--- config.mk ---
export PLATFORM = sky130hd
export DESIGN_NAME = lif_scheduler
export DESIGN_NICKNAME = d
export VERILOG_FILES = /design/src/rtl/lif_scheduler.sv
export SDC_FILE = /design/constraint.sdc
export NUM_CORES = 1
export LEC_CHECK = 0
export CAP_MARGIN = 20
export CORE_MARGIN = 10
export CORE_UTILIZATION = 46
export DETAILED_ROUTE_END_ITERATION = 16
export GPL_ROUTABILITY_DRIVEN = 0
export PLACE_DENSITY = 0.74
export SYNTH_ARGS = -nofsm -noshare
export SYNTH_HDL_FRONTEND = slang
export SYNTH_SLANG_ARGS = --single-unit
--- constraint.sdc ---
create_clock -name clk -period 5.78 [get_ports clk]
set_input_delay 0.578 -clock clk [delete_from_list [all_inputs] [get_ports clk]]
set_output_delay 0.578 -clock clk [all_outputs]
set_load 0.05 [all_outputs]
--- src/rtl/lif_scheduler.sv ---
// Time-multiplexed LIF controller: one shared update datapath walks N_NEURONS membrane states per timestep.
// Optional per-neuron refractory counters are built when LIF_SCHED_REFRACTORY_EN is defined.
module lif_scheduler #(
    parameter int N_NEURONS    = 8,
    parameter int REFRAC_STEPS = 2
) (
    input  logic                         clk,
    input  logic                         rst_n,
    input  logic                         start,
    output logic                         busy,
    output logic                         done,
    input  logic                         cur_valid,
    input  logic [7:0]                   cur_data,
    output logic                         cur_ready,
    output logic [$clog2(N_NEURONS)-1:0] cur_idx,
    output logic                         spk_valid,
    output logic [$clog2(N_NEURONS)-1:0] spk_id,
    input  logic                         spk_ready,
    input  logic                         cfg_we,
    input  logic [7:0]                   cfg_thresh,
    output logic [15:0]                  step_count,
    input  logic [$clog2(N_NEURONS)-1:0] rd_addr,
    output logic [7:0]                   rd_state
);
    localparam int IW = $clog2(N_NEURONS);

    if (N_NEURONS < 2 || N_NEURONS > 64 || (N_NEURONS & (N_NEURONS - 1)) != 0) begin : g_bad_n
        $error("lif_scheduler: N_NEURONS must be a power of two in 2..64");
    end
    if (REFRAC_STEPS < 1 || REFRAC_STEPS > 15) begin : g_bad_refrac
        $error("lif_scheduler: REFRAC_STEPS must be in 1..15");
    end

    typedef enum logic [1:0] {IDLE, FETCH, EMIT, DONE} fsm_t;

    fsm_t          fsm, fsm_nxt;
    logic [IW-1:0] idx, idx_nxt;
    logic [7:0]    state [N_NEURONS];
    logic [7:0]    thresh;
    logic [7:0]    s, decay, sat;
    logic [8:0]    sum9;
    logic          fetch_hs, in_refr, fire, last;

    // Datapath works on the old state of the neuron currently addressed.
    assign s        = state[idx];
    assign decay    = (s >> 1) + (s >> 2) + (s >> 3);
    assign sum9     = {1'b0, cur_data} + {1'b0, decay};
    assign sat      = sum9[8] ? 8'hFF : sum9[7:0];
    assign fetch_hs = (fsm == FETCH) && cur_valid;
    assign fire     = !in_refr && (s >= thresh);
    assign last     = (idx == IW'(N_NEURONS - 1));
    assign rd_state = state[rd_addr];

`ifdef LIF_SCHED_REFRACTORY_EN
    logic [3:0] refr [N_NEURONS];

    assign in_refr = (refr[idx] != 4'd0);

    always_ff @(posedge clk) begin
        if (!rst_n) begin
            for (int i = 0; i < N_NEURONS; i++) refr[i] <= 4'd0;
        end else if (fetch_hs) begin
            if (in_refr)   refr[idx] <= refr[idx] - 4'd1;
            else if (fire) refr[idx] <= 4'(REFRAC_STEPS);
        end
    end
`else
    assign in_refr = 1'b0;
`endif

    always_comb begin
        fsm_nxt = fsm;
        idx_nxt = idx;
        case (fsm)
            IDLE: if (start) begin
                fsm_nxt = FETCH;
                idx_nxt = '0;
            end
            FETCH: if (cur_valid) begin
                if (fire)      fsm_nxt = EMIT;
                else if (last) fsm_nxt = DONE;
                else           idx_nxt = idx + 1'b1;
            end
            EMIT: if (spk_ready) begin
                if (last) fsm_nxt = DONE;
                else begin
                    fsm_nxt = FETCH;
                    idx_nxt = idx + 1'b1;
                end
            end
            DONE:    fsm_nxt = IDLE;
            default: fsm_nxt = IDLE;
        endcase
    end

    // Outputs are registered from the next-state decode so they line up with the FSM state.
    always_ff @(posedge clk) begin
        if (!rst_n) begin
            fsm        <= IDLE;
            idx        <= '0;
            busy       <= 1'b0;
            done       <= 1'b0;
            cur_ready  <= 1'b0;
            cur_idx    <= '0;
            spk_valid  <= 1'b0;
            spk_id     <= '0;
            thresh     <= 8'd210;
            step_count <= 16'd0;
        end else begin
            fsm       <= fsm_nxt;
            idx       <= idx_nxt;
            busy      <= (fsm_nxt != IDLE);
            done      <= (fsm_nxt == DONE);
            cur_ready <= (fsm_nxt == FETCH);
            cur_idx   <= idx_nxt;
            spk_valid <= (fsm_nxt == EMIT);
            if (fetch_hs && fire)         spk_id     <= idx;
            if (fsm == IDLE && cfg_we)    thresh     <= cfg_thresh;
            if (fsm == DONE)              step_count <= step_count + 16'd1;
        end
    end

    always_ff @(posedge clk) begin
        if (!rst_n) begin
            for (int i = 0; i < N_NEURONS; i++) state[i] <= 8'd0;
        end else if (fetch_hs) begin
            state[idx] <= (fire || in_refr) ? 8'd0 : sat;
        end
    end
endmodule

==> results.sh <==
export IMPL_finalCriticalPeriod_ns=5.22
export IMPL_ctsResizeCount=0
export IMPL_count_of_flip_flops_with_a_built_in_enable_after_synthesis=64
export IMPL_hold_depth=2
export IMPL_finalNetCount=636
export IMPL_max_stage_delay_ns=0.69
export IMPL_critical_setup_path_class="reg2reg"
export IMPL_synth_warning_count=0
export IMPL_cp_buffers_inverters=2
export IMPL_cts_path_max_buffers=2
export IMPL_floorplan_initialDensity=0.465
export IMPL_globalRouteOverflowTotal=0
export IMPL_fmax_mhz=191
export IMPL_fp_dieW_um=135
export IMPL_slowest_stage="sky130_fd_sc_hd__dfxtp_1"
export IMPL_arrival_ns=5.30
export IMPL_boundaryPins=59
export IMPL_total_leakage_power_uw=0.00259
export IMPL_drtIter0Drc=440
export IMPL_post_synth_mux_area_share=0.148
export IMPL_post_cts_setup_buffer_count=0
export IMPL_synth_compound_gate_area_share=0.102
export IMPL_post_route_period_util=0.904
export IMPL_buffer_ports_inserted=58
export IMPL_internal_power_uw=2080
export IMPL_final_setup_viol_count=0
export IMPL_reg2reg_depth=12
export IMPL_die_h_um=135
export IMPL_share_comb_of_total_power=0.610
export IMPL_flops_latches_synth=103
export IMPL_number_of_cts_inserted_buffers=9
export IMPL_end_kind="flop"
export IMPL_post_syn_instances=523
export IMPL_final_max_slew_viol_count=0
export IMPL_clk_pin_slew_ns=0.08
export IMPL_finalCoreUtilization=0.545
export IMPL_critical_path_required_ns=5.86
export IMPL_drt_pre_antenna_iters=5
export IMPL_cts_tree="yes"
export IMPL_synthesis_area_per_instance_sq_um=11.7
export IMPL_dp_cells=735
export IMPL_number_of_hold_violations_in_the_final_report=0
export IMPL_worst_margin_slew_ns=1.08
export IMPL_ant_nets=0
export IMPL_routed_wl_mm=14.8
export IMPL_fraction_of_final_layout_cells_with_drive_strength_greater_than_1=0.163
export IMPL_critical_path_max_fanout=9
export IMPL_netSwitchingPower_uw=1940
export IMPL_regToRegSetupSlack_ns=0.56
export IMPL_synth_xor_area_share=0.0215
export IMPL_peakVddDrop_v=0.000367
export IMPL_crit_cells=12
export IMPL_netSwitchingFraction=0.483
export IMPL_pwr_density_cell_nw_per_um2=562
export IMPL_clock_sinks=103
export IMPL_dieArea_sq_um=18300
export IMPL_area_growth_pct=17.4
export IMPL_antenna_cell_count=0
export IMPL_h_tree_depth_reported_by_cts=3
export IMPL_seq_power_share=0.229
export IMPL_first_global_vias=4542
export IMPL_synth_cell_area_sq_um=6100
export IMPL_finalSetupTns_ns=0
export IMPL_crit_path_cell_trace="mux4_2 > mux2i_1 > fa_1 > fa_1 > inv_1 > ha_1 > a211oi_2 > o211ai_1 > a221o_1 > buf_4 > o21bai_2 > nor2_1"
export IMPL_largest_family_of_logic_cells_by_synthesized_area="multiplexers"
export IMPL_number_of_antenna_violations_at_the_first_check_in_global_routing=0
export IMPL_clock_skew_ns=0.0111
export IMPL_hold_class="reg2reg"
export IMPL_cap_viol_max_count=0
export IMPL_simple_gate_fraction_of_synth_area=0.146
export IMPL_worst_setup_path_start_kind="flop"
export IMPL_post_route_drc_count=0
export IMPL_wl_per_cell_um=19.6
export IMPL_slew_limit_headroom=0.278
export IMPL_synthAdderAreaFrac=0.0935
export IMPL_core_rowCount=42
export IMPL_maximum_number_of_pins_on_one_net_before_global_route_repair=27
export IMPL_place_detailed_hpwl_mm=10.4
export IMPL_grt_pass1_wl_mm=23.8
export IMPL_post_cts_hold_buffer_count=0
export IMPL_clk_insertion_delay_late_ns=0.35
export IMPL_outcome="finished, final reports clean"
export IMPL_critPathMostFrequentCell="sky130_fd_sc_hd__fa_1"
export IMPL_synth_seq_area_share=0.443
export IMPL_p_clk_frac=0.162
export IMPL_commonest_register_cell_after_synthesis="sky130_fd_sc_hd__edfxtp_1"
export IMPL_synth_nets=587
export IMPL_fin_cells=753
export IMPL_via_count=4307
export IMPL_grt_util_all_layers=0.165
export IMPL_grt_setup_unrepaired="no"
export IMPL_cp_top_family="adder cells"
export IMPL_synth_lib_cells_used_distinct=61
export IMPL_floorplan_core_area_sq_um=13100
export IMPL_cts_root_buffer="sky130_fd_sc_hd__clkbuf_16"
export IMPL_vias_per_cell=5.72
export IMPL_postSynth_asyncResetShare=0
-- worst reg2reg max path, cell delays in order, from the launching register on --
cell and delay, ns:
sky130_fd_sc_hd__dfxtp_1 0.69, sky130_fd_sc_hd__mux4_2 0.57, sky130_fd_sc_hd__mux2i_1 0.47, sky130_fd_sc_hd__fa_1 0.57
sky130_fd_sc_hd__fa_1 0.60, sky130_fd_sc_hd__inv_1 0.07, sky130_fd_sc_hd__ha_1 0.33, sky130_fd_sc_hd__a211oi_2 0.26
sky130_fd_sc_hd__o211ai_1 0.14, sky130_fd_sc_hd__a221o_1 0.65, sky130_fd_sc_hd__buf_4 0.33, sky130_fd_sc_hd__o21bai_2 0.22
sky130_fd_sc_hd__nor2_1 0.06
-- final cells by class --
type	instances	area, sq um
fillers	1105	5970
multi-input cells	351	3120
flip-flops and latches	103	2700
repair buffers	67	652
clock buffers	9	225
well taps	176	220
inverters	40	150
clock inverters	7	96.3
-- Yosys cell counts (8+ instances only) --
master / count / area, sq um
sky130_fd_sc_hd__fa_1: 11 / 220
sky130_fd_sc_hd__nor3_1: 37 / 185
sky130_fd_sc_hd__xor2_1: 8 / 70.1
sky130_fd_sc_hd__inv_1: 39 / 146
sky130_fd_sc_hd__mux4_2: 32 / 721
sky130_fd_sc_hd__mux2i_1: 8 / 80.1
sky130_fd_sc_hd__nand2_1: 31 / 116
sky130_fd_sc_hd__mux2_2: 9 / 101
sky130_fd_sc_hd__a21oi_1: 16 / 80.1
sky130_fd_sc_hd__dfxtp_1: 39 / 781
sky130_fd_sc_hd__nor2_1: 42 / 158
sky130_fd_sc_hd__edfxtp_1: 64 / 1920
sky130_fd_sc_hd__clkbuf_1: 18 / 67.6
sky130_fd_sc_hd__o21ai_0: 26 / 130
sky130_fd_sc_hd__nor2b_1: 8 / 50.1
sky130_fd_sc_hd__ha_1: 28 / 350
sky130_fd_sc_hd__nor3_2: 8 / 80.1
-- layout by cell type, fill, tap and decap left out, drive strengths merged, types with 11 or more instances in the layout --
| cell | count |
|---|---|
| edfxtp | 64 |
| clkdlybuf4s50 | 58 |
| nor2 | 47 |
| nor3 | 45 |
| inv | 42 |
| dfxtp | 39 |
| mux4 | 32 |
| nand2 | 31 |
| ha | 28 |
| o21ai | 26 |
| a21oi | 17 |
| fa | 11 |
-- power groups by stage --
stage                     registers [uW]  logic (uW)  clock network (uW)
after floorplan                      959        1920                   0
after global placement               929        2380                   0
after detailed placement             934        2450                   0
after CTS                            919        2470                 655
after global routing                 929        2710                 679
final                                920        2450                 650
-- path summary, 6_finish.rpt --
| path | start | to |
|---|---|---|
| worst max-delay path | flop | state[7][7] |
| worst min-delay path | thresh[0] | thresh[0] |
| worst min register to register | thresh[0] | thresh[0] |
| worst max register to register | flop | state[7][7] |
-- metal layers --
| metal | vias up | global-route usage | wire length, um |
|---|---|---|---|
| met4 | 0 | 0.0496 | 217 |
| met2 | 145 | 0.284 | 7530 |
| met3 | 24 | 0.0349 | 847 |
| met1 | 2117 | 0.202 | 6160 |
| li1 | 2021 | - | - |
| met5 | - | 0 | 0 |
-- stage by stage --
stage	hold slack, ns	setup slack [ns]	instance area [sq um]	power, uW
after CTS	0.474	0.539	7140	4040
after detailed placement	0.455	0.565	6820	3380
final	0.471	0.556	7160	4020
after global routing	0.490	0.246	7160	4320
after floorplan	0.436	1.31	6100	2880
after global placement	0.452	0.665	6820	3310
-- cell families (layout without fill, tap and decap cells) --
group / after synthesis / after routing
adder cells (fa/ha/maj): 39 / 39
XOR/XNOR: 15 / 15
AO/OA/AOI/OAI: 85 / 85
multiplexers: 49 / 49
AND/OR/NAND/NOR: 163 / 163
buffers and inverters: 69 / 123
flip-flops: 103 / 103
-- sequential cells by signal (all words and copies together), names as in the netlist, named ones only --
signal / count
state: 64
step_count: 16
thresh: 8
idx: 3
spk_id: 3
fsm: 2
busy: 1
cur_ready: 1
done: 1
spk_valid: 1
(Power assumes the default switching activity.)
